===== src/rtl/dmi_arbiter_serv.sv =====
// Shares one debug-module DMI port between two DMI masters: round-robin grant,
// one outstanding transaction, response routed to its issuer, timeout with late-response drain.
module dmi_arbiter_serv #(
  parameter int unsigned TimeoutCycles = 1023
) (
  input  logic        clk_i,
  input  logic        rst_ni,
  input  logic [40:0] req0_i,
  input  logic        req0_valid_i,
  output logic        req0_ready_o,
  output logic [33:0] resp0_o,
  output logic        resp0_valid_o,
  input  logic        resp0_ready_i,
  input  logic [40:0] req1_i,
  input  logic        req1_valid_i,
  output logic        req1_ready_o,
  output logic [33:0] resp1_o,
  output logic        resp1_valid_o,
  input  logic        resp1_ready_i,
  output logic [40:0] dmi_req_o,
  output logic        dmi_req_valid_o,
  input  logic        dmi_req_ready_i,
  input  logic [33:0] dmi_resp_i,
  input  logic        dmi_resp_valid_i,
  output logic        dmi_resp_ready_o,
  output logic        owner_o,
  output logic        busy_o,
  output logic        timeout_o
);

  localparam int unsigned CntW = (TimeoutCycles == 0) ? 1 : $clog2(TimeoutCycles + 1);
  localparam bit TimeoutEn = (TimeoutCycles != 0);
  localparam logic [CntW-1:0] TimeoutLimit = CntW'(TimeoutEn ? TimeoutCycles - 1 : 0);

  typedef enum logic [2:0] {
    Idle,
    Issue,
    WaitResp,
    Respond,
    Drain
  } state_e;

  state_e          state_q;
  logic [40:0]     req_q;
  logic [33:0]     resp_q;
  logic [CntW-1:0] cnt_q;
  logic            owner_q;
  logic            last_q;
  logic            drain_q;
  logic            dmi_req_valid_q;
  logic            dmi_resp_ready_q;
  logic            resp0_valid_q;
  logic            resp1_valid_q;
  logic            busy_q;

  logic idle;
  logic gnt0;
  logic gnt1;
  logic timeout_hit;
  logic resp_hs;

  // On contention the requester that was not served last wins.
  assign idle        = (state_q == Idle);
  assign gnt0        = idle && req0_valid_i && (!req1_valid_i || last_q);
  assign gnt1        = idle && req1_valid_i && (!req0_valid_i || !last_q);
  assign timeout_hit = TimeoutEn && (state_q == WaitResp) && !dmi_resp_valid_i &&
                       (cnt_q == TimeoutLimit);
  assign resp_hs     = owner_q ? resp1_ready_i : resp0_ready_i;

  always_ff @(posedge clk_i) begin
    if (!rst_ni) begin
      state_q          <= Idle;
      req_q            <= '0;
      resp_q           <= '0;
      cnt_q            <= '0;
      owner_q          <= 1'b0;
      last_q           <= 1'b1;  // pretend requester 1 went last so requester 0 is preferred
      drain_q          <= 1'b0;
      dmi_req_valid_q  <= 1'b0;
      dmi_resp_ready_q <= 1'b0;
      resp0_valid_q    <= 1'b0;
      resp1_valid_q    <= 1'b0;
      busy_q           <= 1'b0;
    end else begin
      unique case (state_q)
        Idle: begin
          if (gnt0 || gnt1) begin
            req_q           <= gnt1 ? req1_i : req0_i;
            owner_q         <= gnt1;
            dmi_req_valid_q <= 1'b1;
            busy_q          <= 1'b1;
            state_q         <= Issue;
          end
        end
        Issue: begin
          if (dmi_req_ready_i) begin
            cnt_q            <= '0;
            dmi_req_valid_q  <= 1'b0;
            dmi_resp_ready_q <= 1'b1;
            state_q          <= WaitResp;
          end
        end
        WaitResp: begin
          cnt_q <= cnt_q + CntW'(1);
          // A response arriving on the limit cycle beats the timeout.
          if (dmi_resp_valid_i || timeout_hit) begin
            resp_q           <= dmi_resp_valid_i ? dmi_resp_i : {32'h0, 2'h2};
            drain_q          <= !dmi_resp_valid_i;
            dmi_resp_ready_q <= 1'b0;
            resp0_valid_q    <= !owner_q;
            resp1_valid_q    <= owner_q;
            state_q          <= Respond;
          end
        end
        Respond: begin
          if (resp_hs) begin
            last_q        <= owner_q;
            resp0_valid_q <= 1'b0;
            resp1_valid_q <= 1'b0;
            if (drain_q) begin
              dmi_resp_ready_q <= 1'b1;
              state_q          <= Drain;
            end else begin
              busy_q  <= 1'b0;
              state_q <= Idle;
            end
          end
        end
        Drain: begin
          // The late response belongs to a transaction already answered with an error.
          if (dmi_resp_valid_i) begin
            drain_q          <= 1'b0;
            dmi_resp_ready_q <= 1'b0;
            busy_q           <= 1'b0;
            state_q          <= Idle;
          end
        end
        default: state_q <= Idle;
      endcase
    end
  end

  assign req0_ready_o     = gnt0;
  assign req1_ready_o     = gnt1;
  assign resp0_o          = resp_q;
  assign resp1_o          = resp_q;
  assign resp0_valid_o    = resp0_valid_q;
  assign resp1_valid_o    = resp1_valid_q;
  assign dmi_req_o        = req_q;
  assign dmi_req_valid_o  = dmi_req_valid_q;
  assign dmi_resp_ready_o = dmi_resp_ready_q;
  assign owner_o          = owner_q;
  assign busy_o           = busy_q;
  assign timeout_o        = timeout_hit;

endmodule


===== config.mk =====
export PLATFORM = sky130hd
export DESIGN_NAME = dmi_arbiter_serv
export DESIGN_NICKNAME = d
export VERILOG_FILES = /design/src/rtl/dmi_arbiter_serv.sv
export SDC_FILE = /design/constraint.sdc
export NUM_CORES = 1
export LEC_CHECK = 0
export CAP_MARGIN = 20
export CORE_ASPECT_RATIO = 1.25
export CORE_MARGIN = 2
export CORE_UTILIZATION = 39
export DETAILED_ROUTE_END_ITERATION = 10
export PLACE_DENSITY = 0.82
export SYNTH_ARGS = -nofsm -noshare
export SYNTH_HDL_FRONTEND = slang
export SYNTH_SLANG_ARGS = --single-unit

===== constraint.sdc =====
create_clock -name clk_i -period 2.3 [get_ports clk_i]
set_input_delay 0.575 -clock clk_i [delete_from_list [all_inputs] [get_ports clk_i]]
set_output_delay 0.575 -clock clk_i [all_outputs]
set_load 0.01 [all_outputs]

Word-level counts from Yosys, hierarchy flattened --
Index checks and enable logic that the tools add are counted.
Word-level totals: bits in read-only memories 0, logic and storage cells 88, RAM bits 0, register bits 96, bits in latches 0, memories kept 0, output and inout port bits 118
Cells by class: multiplexer cells 31, multipliers 0, bitwise operators 0, magnitude comparators 0, $add $sub $neg 1, equality and inequality tests 12, div/mod/pow operators 0, reduce and logical (&&, ||, !) cells 32, shifts and indexed selects 0
Operators with widths (number):
- 41-bit 2-to-1 mux | 1
- 34-bit 2-to-1 mux | 1
- 10-bit case mux with 2 select lines | 1
- 3-bit 2-to-1 mux | 6
- 3-bit case mux with 5 select lines | 1
- 1-bit 2-to-1 mux | 14
- 10-bit by 1-bit adder with 10-bit output, second input constant | 1
- 10-bit equality test, second input constant | 1
- 10-bit 2-to-1 mux | 1
- 2-bit != test, second input constant | 5
- 5-bit AND reduction | 2
- 3-bit AND reduction | 3
- 1-bit case mux with 2 select lines | 4
- 2-bit AND reduction | 4
- 2-bit nonzero test | 4
- 3-bit by 2-bit equality test with 1-bit output, second input constant | 2
- 1-bit logical AND | 6
- 6-bit AND reduction | 1
- 1-bit logical NOT | 5
- 1-bit logical OR | 4
- 2-bit by 1-bit != test with 1-bit output, second input constant | 2
- 1-bit case mux with 4 select lines | 1
- 4-bit nonzero test | 1
- 3-bit by 1-bit equality test with 1-bit output, second input constant | 1
- other kinds (4) | 4

Longest topological paths before layout --
Gate-level depths: netlist of the first run.
depth after elaboration 6, depth in mapped cells 7, depth with buffers taken out 6

Least setup slack after synthesis of the first run --
No wires, ideal clock.
path kind in2out, start input port req0_valid_i, end output port req1_ready_o, path buffers 2, path slack 0.338 ns, arrival 1.387 ns, stages on the path 5, data required time 1.725 ns, path through nand2_1 > nand3_1 > clkbuf_1 > clkbuf_1 > inv_1
Between the ends: cells in the longest elaborated chain, start to end 3
Ends and longest elaborated chain:
- start: declaration | RTL line 9 | input logic req0_valid_i,
- 1-bit logical NOT | RTL line 65 | assign gnt1 = idle && req1_valid_i && (!req0_valid_i || !last_q);
- 1-bit logical OR | RTL line 65
- 1-bit logical AND | RTL line 65
- end: declaration | RTL line 16 | output logic req1_ready_o,
Every way passes these cells.

Worst setup path after layout of the first run --
Same ends and word-level chain as after synthesis.

==> impl_metrics.env, run 1 <==
export IMPL_dpl_instance_area_um2=6670
export IMPL_worstHoldStart="busy_o"
export IMPL_rrSetupSlack_ns=0.41
export IMPL_required_ns=1.73
export IMPL_fp_row_count=42
export IMPL_critical_path_reg2reg_startpoint="state_q[1]"
export IMPL_synth_fp_nets=572
export IMPL_grt_max_degree=77
export IMPL_core_area_um2=10700
export IMPL_max_freq_ghz=0.454
export IMPL_stdcell_area_um2=7030
export IMPL_final_min_clock_period_ns=2.20
export IMPL_p_leak_nw=2.81
export IMPL_hp_class="reg2reg"
export IMPL_routedWlPerCell_um=17.4
export IMPL_arrival_ns=1.63
export IMPL_slowest_delay_ns=0.52
export IMPL_postCtsHoldBufs=0
export IMPL_powerDensity_nw_per_um2=680
export IMPL_clk_pin_slew_ns=0.07
export IMPL_grt_setup_unrepaired="false"
export IMPL_root_buffer="clkbuf_16"
export IMPL_synth_flop_cell="dfxtp_1"
export IMPL_dr_pass1_iters=4
export IMPL_setup_viol_count_final=0
export IMPL_p_total_mw=4.79
export IMPL_layout_commonest_cell="clkdlybuf4s50_1"
export IMPL_io_buffers=241
export IMPL_cp_end_kind="output pin"
export IMPL_post_cts_setup_buffer_count=0
export IMPL_status="completed"
export IMPL_antenna_cells=0
export IMPL_grt_pass1_vias=4174
export IMPL_cts_tree="done"
export IMPL_grt_remaining_overflow=0
export IMPL_hold_viol_final=0
export IMPL_n_fill_cell=824
export IMPL_place_inst=770
export IMPL_synthArstFlopShare=0
export IMPL_initial_core_util=0.402
export IMPL_critPathSlowestCell="clkdlybuf4s50_1"
export IMPL_worst_hold_path_num_cells=2
export IMPL_fin_cells=786
export IMPL_dieArea_um2=11800
export IMPL_layout_drive_gt1_share=0.0780
export IMPL_timing_final_max_slew_violations=0
export IMPL_htree_num_levels=3
export IMPL_worst_slew_pin_slew_ns=0.371
export IMPL_routed_wl_um=13700
export IMPL_drc=0
export IMPL_ctsResizeCount=4
export IMPL_ant_nets=0
export IMPL_crit_reg2reg_capture="dmi_req_o[10]"
export IMPL_cts_sinks=96
export IMPL_drt_iter0_markers=144
export IMPL_start_kind="input port"
export IMPL_io_pins=242
export IMPL_min_to="busy_o"
export IMPL_worstSkewPairLatency_ns=0.34
export IMPL_grt_pass1_wl_um=21200
export IMPL_post_route_period_util=0.958
export IMPL_reg2reg_depth=8
export IMPL_synth_seq_cells=96
export IMPL_vias=4153
export IMPL_clock_skew_ns=0.00666
export IMPL_cap_violations=0
export IMPL_antenna_found_initial=0
export IMPL_dp_hpwl_um=10200
export IMPL_relSlewSlack=0.746
export IMPL_final_cell_mix="237 x clkdlybuf4s50_1, 96 x dfxtp_1, 53 x nor2_1"
export IMPL_die_x_um=97.8
export IMPL_yosysUniqueCellTypes=47
export IMPL_avgViaCountPerCell=5.28
export IMPL_cp_max_fo=3
export IMPL_die_y_um=121
export IMPL_cts_path_max_buffers=2
export IMPL_ys_seq_area_frac=0.448
export IMPL_synth_edf_count=0
export IMPL_criticalPathCategory="in2out"
export IMPL_netlist_area_um2=4290
export IMPL_nets=775
export IMPL_cts_made_buffers=9
export IMPL_yosysWarnings=0
export IMPL_crit_chain="clkdlybuf4s50_1, nand2_1, nand3_4, inv_1, dlygate4sd2_1"
export IMPL_vdd_drop_max_mv=0.410
export IMPL_area_growth_pct=64.1
export IMPL_hold_slack_ns=0.469
export IMPL_syn_instance_count=446
export IMPL_syn_area_per_cell_um2=9.61
export IMPL_tns_ns=0
export IMPL_track_usage=0.224
export IMPL_gp_congestion=0.875
## cells by family after synthesis
group           synth area share
compound gates             0.201
simple gates               0.128
flops                      0.448
buf+inv                    0.105
mux                        0.111
fa+ha+maj                0.00584
## cells in the mapped netlist (2+ instances only)
master	n	area share
a211oi_1	46	0.081
buf_2	13	0.015
inv_1	8	0.0070
o21ai_0	6	0.0070
a21oi_1	11	0.013
a22o_1	33	0.067
buf_6	2	0.0053
o211a_1	2	0.0047
mux2i_1	42	0.098
nand4bb_1	2	0.0053
buf_4	34	0.060
nand4_1	3	0.0044
nand3b_1	4	0.0070
nor3_1	3	0.0035
o22ai_1	2	0.0029
dfxtp_1	96	0.45
ha_1	2	0.0058
o21a_1	4	0.0070
nand3_1	5	0.0058
mux2_2	5	0.013
nor4_1	2	0.0029
a31oi_1	3	0.0044
nand2b_1	6	0.0088
nand2_1	19	0.017
buf_1	4	0.0035
nor2b_1	2	0.0029
clkbuf_1	15	0.013
nor2_1	53	0.046
## critical path: cells and delay by family
family | cells | cell delay (ns)
simple gates | 2 | 0.21
buf+inv | 3 | 0.84
## power breakdown
group          internal (mW)  switching (mW)  leakage (nW)
logic                  0.637           0.451          1.84
clock network           1.18           0.650         0.180
registers               1.79          0.0793         0.785
## metal layers
layer | track usage | wire (um)
met1 | 0.252 | 5320
met2 | 0.397 | 7020
met3 | 0.0680 | 1050
met4 | 0.0833 | 303
met5 | 0 | 0
## stage by stage
step / util / setup slack [ns]
2_1_floorplan: - / 0.338
3_3_place_gp: 0.625 / -0.251
3_5_place_dp: 0.625 / -0.281
4_1_cts: 0.659 / -0.0457
5_1_grt: 0.659 / 0.0262
6_report: 0.659 / 0.0958
## final cells by class
class,count,area [um^2],area share
clock buffer,9,225,0.0320
multi-input combinational,273,1940,0.275
timing repair buffer,260,2610,0.371
sequential,96,1920,0.273
inverter,9,33.8,0.00480
tap,132,165,0.0235
clock inverter,7,143,0.0203
## flip-flops by register name (all words and copies together) (netlist names)
register          count
drain_q               1
resp1_valid_o         1
dmi_resp_ready_o      1
dmi_req_valid_o       1
resp0_valid_o         1
last_q                1
cnt_q                10
busy_o                1
owner_o               1
dmi_req_o            41
resp0_o              34
state_q               3
## how the worst max path moves through the flow
stage,cells past startpoint,slack [ns],to,start
global route,6,0.03,req1_ready_o,state_q[1]
CTS,3,-0.05,timeout_o,state_q[0]
floorplan,5,0.34,req1_ready_o,req0_valid_i
finish,5,0.1,req1_ready_o,req0_valid_i
global placement,4,-0.25,timeout_o,dmi_resp_valid_i
detailed placement,4,-0.28,timeout_o,dmi_resp_valid_i
Power figures use the tool's default switching activity.
==> inputs of run 2 (changes only) <==
CTS_CLUSTER_DIAMETER = 60   (was unset)
clock period = 2.41 ns   (was 2.3 ns; I/O delays follow)
==> impl_metrics.env, run 2 (synthesis results as in run 1) <==
export IMPL_max_freq_ghz=0.431
export IMPL_clock_skew_ns=0.00624
export IMPL_drt_iter0_markers=108
export IMPL_root_buffer="clkbuf_16"
export IMPL_relSlewSlack=0.480
export IMPL_grt_pass1_wl_um=20300
export IMPL_io_pins=242
export IMPL_required_ns=1.81
export IMPL_die_x_um=97.8
export IMPL_io_buffers=241
export IMPL_grt_max_degree=84
export IMPL_n_fill_cell=839
export IMPL_criticalPathCategory="in2out"
export IMPL_hold_viol_final=0
export IMPL_cp_max_fo=3
export IMPL_drc=0
export IMPL_layout_drive_gt1_share=0.0678
export IMPL_stdcell_area_um2=6970
export IMPL_cts_path_max_buffers=2
export IMPL_routedWlPerCell_um=16.8
export IMPL_clk_pin_slew_ns=0.07
export IMPL_nets=771
export IMPL_antenna_found_initial=0
export IMPL_dieArea_um2=11800
export IMPL_grt_pass1_vias=3986
export IMPL_cts_made_buffers=9
export IMPL_hp_class="reg2reg"
export IMPL_worst_hold_path_num_cells=2
export IMPL_cts_tree="done"
export IMPL_post_route_period_util=0.962
export IMPL_regArea_um2=1920
export IMPL_setup_viol_count_final=0
export IMPL_initial_core_util=0.402
export IMPL_arrival_ns=1.72
export IMPL_dpl_instance_area_um2=6620
export IMPL_worstSkewPairLatency_ns=0.34
export IMPL_worstHoldStart="resp1_valid_o"
export IMPL_reg2reg_depth=7
export IMPL_gp_congestion=0.836
export IMPL_crit_reg2reg_capture="dmi_req_o[7]"
export IMPL_dr_pass1_iters=4
export IMPL_critical_path_reg2reg_startpoint="state_q[2]"
export IMPL_final_cell_mix="236 x clkdlybuf4s50_1, 96 x dfxtp_1, 53 x nor2_1"
export IMPL_timing_final_max_slew_violations=0
export IMPL_powerDensity_nw_per_um2=648
export IMPL_final_min_clock_period_ns=2.32
export IMPL_core_area_um2=10700
export IMPL_status="completed"
export IMPL_multiInputGateArea_um2=1930
export IMPL_die_y_um=121
export IMPL_post_cts_setup_buffer_count=0
export IMPL_finalCoreUtilization=0.653
export IMPL_grt_remaining_overflow=0
export IMPL_worst_slew_pin_slew_ns=0.780
export IMPL_start_kind="input port"
export IMPL_postCtsHoldBufs=0
export IMPL_area_growth_pct=62.6
export IMPL_vias=4098
export IMPL_dp_hpwl_um=9800
export IMPL_avgViaCountPerCell=5.25
export IMPL_cts_sinks=96
export IMPL_grt_setup_unrepaired="false"
export IMPL_cp_end_kind="output pin"
export IMPL_p_leak_nw=2.77
export IMPL_vdd_drop_max_mv=0.426
export IMPL_layout_commonest_cell="clkdlybuf4s50_1"
export IMPL_min_to="resp1_valid_o"
export IMPL_routed_wl_um=13100
export IMPL_ant_nets=0
export IMPL_fp_row_count=42
export IMPL_rrSetupSlack_ns=0.42
export IMPL_htree_num_levels=3
export IMPL_largest_register_ff_count=41
export IMPL_cap_violations=0
export IMPL_track_usage=0.213
export IMPL_antenna_cells=0
run 2: per-layer routing:
metal	global-route usage	vias up	wire, um
met5	0	-	0
met4	0.0712	0	265
met3	0.0611	20	1000
met2	0.373	191	6700
met1	0.250	1910	5150
li1	-	1977	-
run 2: final cells by class:
type	count	area share
Multi-Input combinational cell	273	0.277
Sequential cell	96	0.276
Clock inverter	6	0.0190
Clock buffer	9	0.0323
Timing Repair Buffer	256	0.367
Tap cell	132	0.0237
Inverter	9	0.00485
run 2: power by group:
part | internal (mW) | leakage, nW | total [mW] | switching [mW]
Sequential | 1.71 | 0.785 | 1.79 | 0.0739
Clock | 1.11 | 0.171 | 1.72 | 0.607
Combinational | 0.592 | 1.81 | 1.01 | 0.422
Total | 3.41 | 2.77 | 4.52 | 1.10
run 2: timing repair:
item / in CTS / in global routing
endpoints found under the setup margin: 3 / 1
gates resized for setup: 5 / 1
hold endpoints to repair: 0 / 0
run 2: per-stage QoR:
step           total power [mW]  setup TNS, ns  cells  hold WS (ns)  worst slack (ns)
6_report                   4.52              0    781         0.465            0.0909
5_1_grt                    4.70              0    781         0.486           0.00166
4_1_cts                    4.57              0    781         0.470            0.0769
3_5_place_dp               2.84          -5.44    766         0.461            -0.214
3_3_place_gp               2.81          -3.89    766         0.460            -0.196
2_1_floorplan              2.28              0    446         0.448             0.393
run 2: worst max-delay path by stage:
stage                startpoint      endpoint  slack (ns)  cells past startpoint
2_1_floorplan      req0_valid_i  req1_ready_o        0.39                      5
3_3_place_gp   dmi_resp_valid_i     timeout_o       -0.20                      4
3_5_place_dp   dmi_resp_valid_i     timeout_o       -0.21                      4
4_1_cts              state_q[0]     timeout_o        0.08                      3
5_1_grt        dmi_resp_valid_i     timeout_o       0.002                      4
6_report       dmi_resp_valid_i     timeout_o        0.09                      4
run 2: critical path, stage by stage:
cell             delay, ns
clkdlybuf4s50_1       0.41
nand3b_1              0.23
nor4_4                0.20
clkdlybuf4s15_1       0.28
